### src/rtl/branch_resolve_pc.sv
// branch_resolve_pc: branch resolution, PC sequencing and wrong-path flush timing.
// Define BRANCH_CNT_EN to add the saturating 16-bit branch_count output.
module branch_resolve_pc #(
    parameter int FLAGS_W      = 8,
    parameter int PC_W         = 10,
    parameter int PC_MAX       = 1023,
    parameter int RESET_PC     = 0,
    parameter int FLUSH_CYCLES = 4
) (
    input  logic               clk,
    input  logic               reset,
    input  logic               enable,
    input  logic [FLAGS_W-1:0] im_flags,
    input  logic [PC_W-1:0]    baddr_in,
    input  logic [FLAGS_W-1:0] alu_flags,
    output logic [PC_W-1:0]    pc_out,
    output logic               branch_taken,
    output logic               flush
`ifdef BRANCH_CNT_EN
    ,
    output logic [15:0]        branch_count
`endif
);
    typedef enum logic {ST_RUN, ST_FLUSH} state_t;

    state_t            state, state_n;
    logic [3:0]        cnt, cnt_n;
    logic [PC_W-1:0]   pc_n, pc_inc;
    logic              taken_n, flush_n, take;

    assign take   = (state == ST_RUN) && |(im_flags & alu_flags);
    assign pc_inc = (pc_out == PC_W'(PC_MAX)) ? '0 : pc_out + PC_W'(1);

    always_ff @(posedge clk) begin
        if (reset) begin
            state        <= ST_RUN;
            cnt          <= '0;
            pc_out       <= PC_W'(RESET_PC);
            branch_taken <= 1'b0;
            flush        <= 1'b0;
        end else begin
            state        <= state_n;
            cnt          <= cnt_n;
            pc_out       <= pc_n;
            branch_taken <= taken_n;
            flush        <= flush_n;
        end
    end

    // With enable low every default holds, which also stretches a taken pulse.
    always_comb begin
        state_n = state;
        cnt_n   = cnt;
        pc_n    = pc_out;
        taken_n = branch_taken;
        flush_n = flush;
        if (enable) begin
            taken_n = 1'b0;
            pc_n    = pc_inc;
            if (state == ST_RUN) begin
                flush_n = take;
                if (take) begin
                    pc_n    = baddr_in;
                    taken_n = 1'b1;
                    cnt_n   = 4'(FLUSH_CYCLES - 1);
                    state_n = ST_FLUSH;
                end
            end else if (cnt == 4'd0) begin
                flush_n = 1'b0;
                state_n = ST_RUN;
            end else begin
                cnt_n = cnt - 4'd1;
            end
        end
    end

`ifdef BRANCH_CNT_EN
    always_ff @(posedge clk) begin
        if (reset)
            branch_count <= '0;
        else if (enable && take && branch_count != 16'hFFFF)
            branch_count <= branch_count + 16'd1;
    end
`endif
endmodule

### config.mk
export PLATFORM = sky130hd
export DESIGN_NAME = branch_resolve_pc
export DESIGN_NICKNAME = d
export VERILOG_FILES = /design/src/rtl/branch_resolve_pc.sv
export SDC_FILE = /design/constraint.sdc
export NUM_CORES = 1
export LEC_CHECK = 0
export CAP_MARGIN = 20
export CORE_MARGIN = 5
export CORE_UTILIZATION = 38
export DETAILED_ROUTE_END_ITERATION = 8
export PLACE_DENSITY = 0.74
export SYNTH_ARGS = -nofsm -noshare
export SYNTH_HDL_FRONTEND = slang
export SYNTH_SLANG_ARGS = --single-unit
### constraint.sdc
create_clock -name clk -period 1.7 [get_ports clk]
set_input_delay 0.51 -clock clk [delete_from_list [all_inputs] [get_ports clk]]
set_output_delay 0.51 -clock clk [all_outputs]
set_load 0.005 [all_outputs]
* Word level (Yosys, flattened, before mapping) *
Cells that the tools add are included.
Widths: inputs -> output; s select.

operators by class
  $add $sub $neg = 2
  bitwise gates (word level) = 2
  muxes and demuxes = 12
  reductions and logical operators = 6
  equal/unequal tests = 3

operator list
  kind                   count
  $mux 10                3
  $mux 4                 3
  $add 10x1->10 const B  1
  $eq 10x10->1 const B   1
  $and 8x8->8            1
  $reduce_or 8->1        1
  $mux 1                 6
  $logic_not 4->1        1
  $sub 4x1->4 const B    1
  $reduce_and 3->1       1
  $ne 2x1->1 const B     1
  $ne 2x2->1 const B     1
  $reduce_and 2->1       1
  $reduce_bool 2->1      1
  $logic_and 1x1->1      1
  $not 1->1              1

storage, ports and cells
  input port bits = 29
  bits in registers = 17
  output and inout port bits = 12

* Longest topological paths before layout *
Gate-level depths: netlist (run 1).

  depth after elaboration = 5
  mapped depth = 6

* Least setup slack after synthesis (run 1) *
Ideal clock, no wire load.

  path kind = input -> register
  start point = input im_flags[2]
  end point = register pc_out[7]
  required time = 1.569 ns
  cell stages on the path = 6
  path buffers = 1
  setup slack = 0.091 ns
  library setup time = 0.131 ns
  arrival = 1.478 ns
  cell sequence = a22o_1 > a221oi_2 > a211oi_1 > buf_6 > a211oi_1 > nor3_1

on the way
  longest elaborated chain between the ends = 5

RTL lines
  element               line  source
  from (decl)           13    input logic [FLAGS_W-1:0] im_flags,
  $and 8x8->8           31    assign take = (state == ST_RUN) && |(im_flags & alu_flags);
  $reduce_or 8->1       31
  $logic_and 1x1->1     31
  $mux 10               62    if (take) begin
  $mux 10               60    if (state == ST_RUN) begin
  to (signal assigned)  38    pc_out <= PC_W'(RESET_PC);
  to (signal assigned)  44    pc_out <= pc_n;
  to (decl)             16    output logic [PC_W-1:0] pc_out,

Every way passes these cells.
A chain may end at the register's enable or synchronous reset.

* Worst setup path after layout (run 1) *
  start point = input im_flags[7]
  end point = register pc_out[5]

The elaborated chain is that of the path after synthesis.

==> impl_results.md, run 1 <==
* Status: completed
* Ant diodes at 0
* Clk sink count at 17
* Placement Rows at 18
* Vias in the first global route at 1027
* Die width at 62.0 um
* Final setup margin at 32.4 ps
* Post-route minimum period at 1670 ps
* Final Cell Area at 1740 um^2
* CP Depth at 6
* Worst-path clk slew at 110 ps
* Synth Area in Compound Gates at 0.274
* Sequential element share of the synthesized area at 0.331
* R2R setup slack at 140 ps
* Gr usage total at 0.160
* Synth Register Bits at 17
* Static leakage at 0.791 nW
* H-tree depth at 1
* Fraction of layout cells with a size suffix above 1 at 0.291
* Worst hold margin at 499 ps
* Avg Cell Area, Syn at 8.50 um^2
* Number of vias per cell at 5.34
* Worst R2R End: pc_out[3]
* CP cell instances: dlygate4sd2_1, a22o_1, a221oi_4, a211oi_4, a311o_1, a21oi_2
* Slew at the pin with the worst max-slew slack at 349 ps
* Total Wirelength at 3140 um
* Fillers at 207
* Reg power frac at 0.430
* Setup TNS at 0 ps
* DR iter-0 viols at 39
* GPL Wtd Cong at 0.773
* Slowest-stage cell, CP: a311o_1
* Synth top area cells: dfxtp_1 (33%), nand2_1 (6.9%), a221oi_2 (4.4%)
* Syn Std Cell Area at 1030 um^2
* Initial Utilization at 0.408
* Critical path peak fanout at 6
* Antenna-violating nets left at 0
* Main combinational cell family by area after synthesis: compound AO/OA/AOI/OAI gates
* CTS buffer count at 3
* Worst skew pair latency at 300 ps
* Worst hold start: branch_taken
* Most frequent cell after synthesis: nand2_1
* Power density over the cells at 605 nW/um^2
* First-pass GRT wire length at 4550 um
* Post-synth ARST share at 0
* Total power at 1.05 mW
* Largest net degree at the start of global routing at 18
* Ys flop type: dfxtp_1
* Worst path bufs/invs at 1
* Placed instance area at 1520 um^2
* Syn nets at 153
* Chip Height at 62.0 um
* Antenna violations before repair at 0
* Sw Share at 0.307
* Post-synth top area cell: dfxtp_1
* Multiplexer area fraction after synthesis at 0.0195
* DIE AREA at 3850 um^2
* Crit path launch type: input pin
* Crit end category: flip-flop
* Number of standard cells after synthesis at 121
* Final period util at 0.981
* Port bufs at 40
* CP Data Arrival Time at 1910 ps
* Warnings from Yosys at 0
* Critical path destination: pc_out[5]
* Drt pass-1 iters at 4
* RR Startpoint: pc_out[0]
* Count of hold-fix buffers inserted at cts at 0
* XOR/XNOR Fraction of Synth Area at 0.0341
* Net switching power at 0.323 mW
* I/O Pins at 41
* Clock Root Buffer: clkbuf_4
* Slew headroom at 0.767
* DRC at 0
* Area grow syn2layout at 69.2%
* DP Wirelength at 2110 um
* Synth Area in Adders at 0.0365
* Final count of hold timing violations at 0
* Logic pwr share at 0.349
* # nets final at 215
* Std-Cell Core Area at 2520 um^2
* Critical path class: in2reg
* Final Setup Violations at 0
* Top cells by instance count after synthesis: nand2_1 (19), dfxtp_1 (17), nor2_1 (9), a21oi_1 (7), nand3_1 (6)
* Pre-CTS setup slack at -663 ps
* Yosys top cell area share at 0.331
* R2r worst-path depth at 6
* Crit path max-delay family: compound AO/OA/AOI/OAI gates
* Max-slew violations at 0
* CTS tree: built
* Clock network fraction of total power at 0.221
* Gr ovfl total at 0
* WP data required at 1950 ps
* Min-Delay Path Class: reg2reg
* Crit path launch: im_flags[7]
* CTS max path bufs at 2
* Peak supply drop at 575 uV
* Clock skew at 2.45 ps
* Number of distinct library cells after synthesis at 39
* Simple-Gate Fraction of Synth Area at 0.254
* Wirelength per Cell at 14.8 um
* Vias at 1133
* Slowest stage delay, CP at 370 ps
* Int Power at 0.729 mW
* Max Freq at 600 MHz
* Max Cap Viol at 0
* EDFF count, synth at 0
## worst reg2reg max path, delay by kind of cell, from the launching register on
kind                       cells  cell delay, ps
AOI/OAI and AO/OA              2             490
DFF                            1             350
adders and majority gates      1             260
and+or+nand+nor                2             250
buffers and inverters          1             150
## layout make-up
class | instances | area [um^2] | area share
inverter | 4 | 15.0 | 0.00863
multi-input combinational | 95 | 703 | 0.404
clock inverter | 1 | 5.00 | 0.00288
clock buffer | 3 | 22.5 | 0.0129
sequential | 17 | 367 | 0.211
tap | 30 | 37.5 | 0.0216
timing repair buffer | 62 | 591 | 0.339
## sequential cells by signal, indices dropped and copies added, names as in the netlist
| register | count |
|---|---|
| pc_out | 10 |
| state | 1 |
| cnt | 4 |
| branch_taken | 1 |
| flush | 1 |
## per-stage QoR
step	instances	utilization
2_1_floorplan	121	-
3_3_place_gp	195	0.601
3_5_place_dp	195	0.601
4_1_cts	208	0.644
5_1_grt	212	0.690
6_report	212	0.690
## how the worst min path moves through the flow
stage,endpoint,depth (start not counted)
after floorplan,cnt[1],2
after global placement,cnt[1],2
after detailed placement,branch_taken,2
after CTS,cnt[3],2
after global routing,cnt[2],2
final,branch_taken,2
## placed cells by master (no fill, tap or decap), drive strengths merged, types with 4 or more instances in the layout
| cell type | synthesis | final |
|---|---|---|
| nand3 | 6 | 6 |
| nand2 | 19 | 19 |
| inv | 4 | 4 |
| buf | 3 | 22 |
| a21oi | 9 | 9 |
| a31oi | 4 | 4 |
| nor2 | 10 | 10 |
| dlygate4sd2 | 0 | 12 |
| clkdlybuf4s50 | 0 | 16 |
| dfxtp | 17 | 17 |
| dlymetal6s2s | 0 | 8 |
| clkdlybuf4s15 | 0 | 4 |
## power by group through the flow
stage | registers, mW | clock network (mW) | logic, mW
floorplan | 0.473 | 0 | 0.138
global placement | 0.471 | 0 | 0.291
detailed placement | 0.472 | 0 | 0.299
CTS | 0.452 | 0.236 | 0.325
global route | 0.458 | 0.255 | 0.397
finish | 0.453 | 0.233 | 0.367
## metal layers
metal  up-vias  track usage  routed length, um
met4         0       0.0667                 35
met2        22        0.259               1640
met5         -            0                  0
li1        566            -                  -
met1       539        0.197               1330
met3         6       0.0496                142
## kinds of logic (layout without fill, tap and decap cells)
logic type | Yosys count | after routing
adders and majority gates | 3 | 3
xor gates and xnor gates | 4 | 4
DFF | 17 | 17
muxes | 2 | 2
and+or+nand+nor | 50 | 50
AOI/OAI and AO/OA | 35 | 36
buffers and inverters | 10 | 70
## timing repair
action,CTS,global route
pin swaps,10,8
setup endpoints to repair,26,16
setup buffers,9,3
cloned,0,1
gates resized for setup,34,23
Note: power is estimated with default switching activity, not from simulation.
==> run 2, diff against run 1 <==
--- a/config.mk
+++ b/config.mk
@@ -8,8 +8,11 @@
 export CAP_MARGIN = 20
 export CORE_MARGIN = 5
 export CORE_UTILIZATION = 38
+export CTS_CLUSTER_DIAMETER = 100
+export CTS_CLUSTER_SIZE = 12
 export DETAILED_ROUTE_END_ITERATION = 8
 export PLACE_DENSITY = 0.74
+export SKIP_CTS_REPAIR_TIMING = 1
 export SYNTH_ARGS = -nofsm -noshare
 export SYNTH_HDL_FRONTEND = slang
 export SYNTH_SLANG_ARGS = --single-unit
==> run 2 against run 1 <==
Clock power shrank 2%. Routed wire length rose by 6.5%. Maximum frequency grew 0.70%. Clock-buffer cell count unchanged. Flip-flop and latch count unchanged. Final cell count increased by 1.4%. Global-route usage down 0.93 points. Register-to-register slack lost 30 ps. Setup slack improved by 12 ps. Critical path type is now reg2out. Largest power group unchanged.
==> impl_results.md, run 2 (same netlist as run 1, synthesis figures left out) <==
* Status: completed
* First-pass GRT wire length at 4300 um (-5.6%)
* Crit end category: primary output
* CTS tree: built
* Vias in the first global route at 971 (-5.5%)
* Reg power frac at 0.429 (about the same)
* Final Setup Violations at 0 (unchanged)
* DRC at 0 (unchanged)
* Worst hold margin at 498 ps (-1.11 ps)
* CP cell instances: clkdlybuf4s50_1
* Worst path bufs/invs at 1 (unchanged)
* Ant diodes at 0 (unchanged)
* Final period util at 0.974 (-0.00678)
* CTS buffer count at 3 (unchanged)
* Clock network fraction of total power at 0.215 (-0.006)
* DIE AREA at 3850 um^2 (unchanged)
* Gr usage total at 0.151 (-0.00931)
* Placed instance area at 1520 um^2 (unchanged)
* Clk sink count at 17 (unchanged)
* Antenna violations before repair at 0 (unchanged)
* Static leakage at 1.00 nW (+27%)
* Commonest non-fill, non-tap cell in the layout: dlymetal6s2s_1
* Placement Rows at 18 (unchanged)
* Std-Cell Core Area at 2520 um^2 (unchanged)
* RR Startpoint: pc_out[0]
* Net switching power at 0.322 mW (-0.28%)
* Area of the multi-input gates at 698 um^2 (-0.71%)
* Peak supply drop at 542 uV (-5.7%)
* Antenna-violating nets left at 0 (unchanged)
* R2r worst-path depth at 6 (unchanged)
* H-tree depth at 1 (unchanged)
* Sw Share at 0.303 (-0.00356)
* Largest net degree at the start of global routing at 18 (unchanged)
* DR iter-0 viols at 31 (-21%)
* Largest regs: pc_out (10), cnt (4)
* Gr ovfl total at 0 (unchanged)
* Logic pwr share at 0.356 (+0.007)
* Chip Height at 62.0 um (unchanged)
* Max-slew violations at 0 (unchanged)
* Slowest stage delay, CP at 490 ps (+120 ps)
* Drt pass-1 iters at 4 (unchanged)
* RSZ-0062 raised after global routing: false
* Die width at 62.0 um (unchanged)
* Int Power at 0.739 mW (+1.4%)
* Vias at 1158 (+2.2%)
* CTS max path bufs at 2 (unchanged)
* Wirelength per Cell at 15.6 um (+5.0%)
* Critical path peak fanout at 2 (-4)
* Clock Root Buffer: clkbuf_4
* Number of vias per cell at 5.39 (+0.78%)
* Crit path launch type: flip-flop
* R2R setup slack at 110 ps (-30 ps)
* Worst-path clk slew at 110 ps (about the same)
* Initial Utilization at 0.408 (unchanged)
* CP Data Arrival Time at 1150 ps (-760 ps)
* Worst skew pair latency at 300 ps (about the same)
* Max reg flops at 10 (unchanged)
* Setup TNS at 0 ps (unchanged)
* WP data required at 1190 ps (-760 ps)
* Fraction of layout cells with a size suffix above 1 at 0.308 (+0.0169)
* Min-Delay Path Class: reg2reg
* GPL Wtd Cong at 0.773 (unchanged)
* Reg with most FFs: pc_out
* Crit path launch: pc_out[7]
* Power density over the cells at 578 nW/um^2 (-4.3%)
* Total Wirelength at 3350 um (+6.5%)
* Final Cell Area at 1840 um^2 (+5.5%)
* Critical path destination: pc_out[7]
* CP Depth at 1 (-5)
* Commonest non-fill, non-tap cells in the layout: dlymetal6s2s_1 (28), buf_4 (23), nand2_1 (19), clkdlybuf4s50_1 (12), nor2_1 (9)
* Fillers at 183 (-12%)
* Port bufs at 40 (unchanged)
* DP Wirelength at 2110 um (unchanged)
* I/O Pins at 41 (unchanged)
* Worst R2R End: pc_out[3]
* Max Freq at 604 MHz (+0.70%)
* Post-route minimum period at 1660 ps (-11.5 ps)
* Slowest-stage cell, CP: clkdlybuf4s50_1
* Final count of hold timing violations at 0 (unchanged)
* Storage cell area at 372 um^2 (+1.4%)
* Max Cap Viol at 0 (unchanged)
* Clock skew at 3.44 ps (+0.995 ps)
* # nets final at 218 (+1.4%)
* Slew at the pin with the worst max-slew slack at 341 ps (-7.55 ps)
* Area grow syn2layout at 78.5%
* Crit path max-delay family: buffers and inverters
* Slew headroom at 0.772 (+0.00505)
* Critical path class: reg2out
[run 2: cell count changes in the layout (fill, tap and decap cells not counted), sizes merged]
cell,before,now
a21o,2,1
buf,22,26
dlygate4sd2,12,0
clkdlybuf4s15,4,0
clkdlybuf4s50,16,12
dlymetal6s2s,8,28
[run 2: layer usage]
metal	track usage	up-vias	wire [um]
met5	0	-	0
met4	0.0394	0	43
met3	0.0455	6	204
met2	0.247	39	1790
met1	0.193	542	1310
li1	-	571	-
[run 2: final cells by class]
class | count | share of cell area
Inverter | 4 | 0.00818
Clock buffer | 3 | 0.0123
Timing Repair Buffer | 66 | 0.374
Tap cell | 30 | 0.0204
Multi-Input combinational cell | 94 | 0.380
Clock inverter | 1 | 0.00273
Sequential cell | 17 | 0.202
[run 2: power groups by stage]
stage | Clock (mW) | Combinational, mW | Sequential, mW
after CTS | 0.236 | 0.300 | 0.463
after global routing | 0.258 | 0.406 | 0.460
after detailed placement | 0 | 0.299 | 0.472
final | 0.228 | 0.378 | 0.455
after floorplan | 0 | 0.138 | 0.473
after global placement | 0 | 0.291 | 0.471
[run 2: worst min path at each step]
stage | depth (start not counted) | to | start | slack [ps]
floorplan | 2 | cnt[1] | cnt[1] | 470
global placement | 2 | cnt[1] | cnt[1] | 480
detailed placement | 2 | branch_taken | branch_taken | 480
CTS | 2 | cnt[3] | cnt[3] | 520
global route | 2 | cnt[2] | cnt[2] | 550
finish | 2 | branch_taken | branch_taken | 500
[run 2: metrics by stage]
step	utilization	instances	total power, mW	setup WS [ps]
floorplan	-	121	0.611	91.4
detailed placement	0.601	195	0.771	-663
global placement	0.601	195	0.762	-640
global route	0.728	215	1.12	2.46
CTS	0.612	199	0.999	-342
finish	0.728	215	1.06	43.9
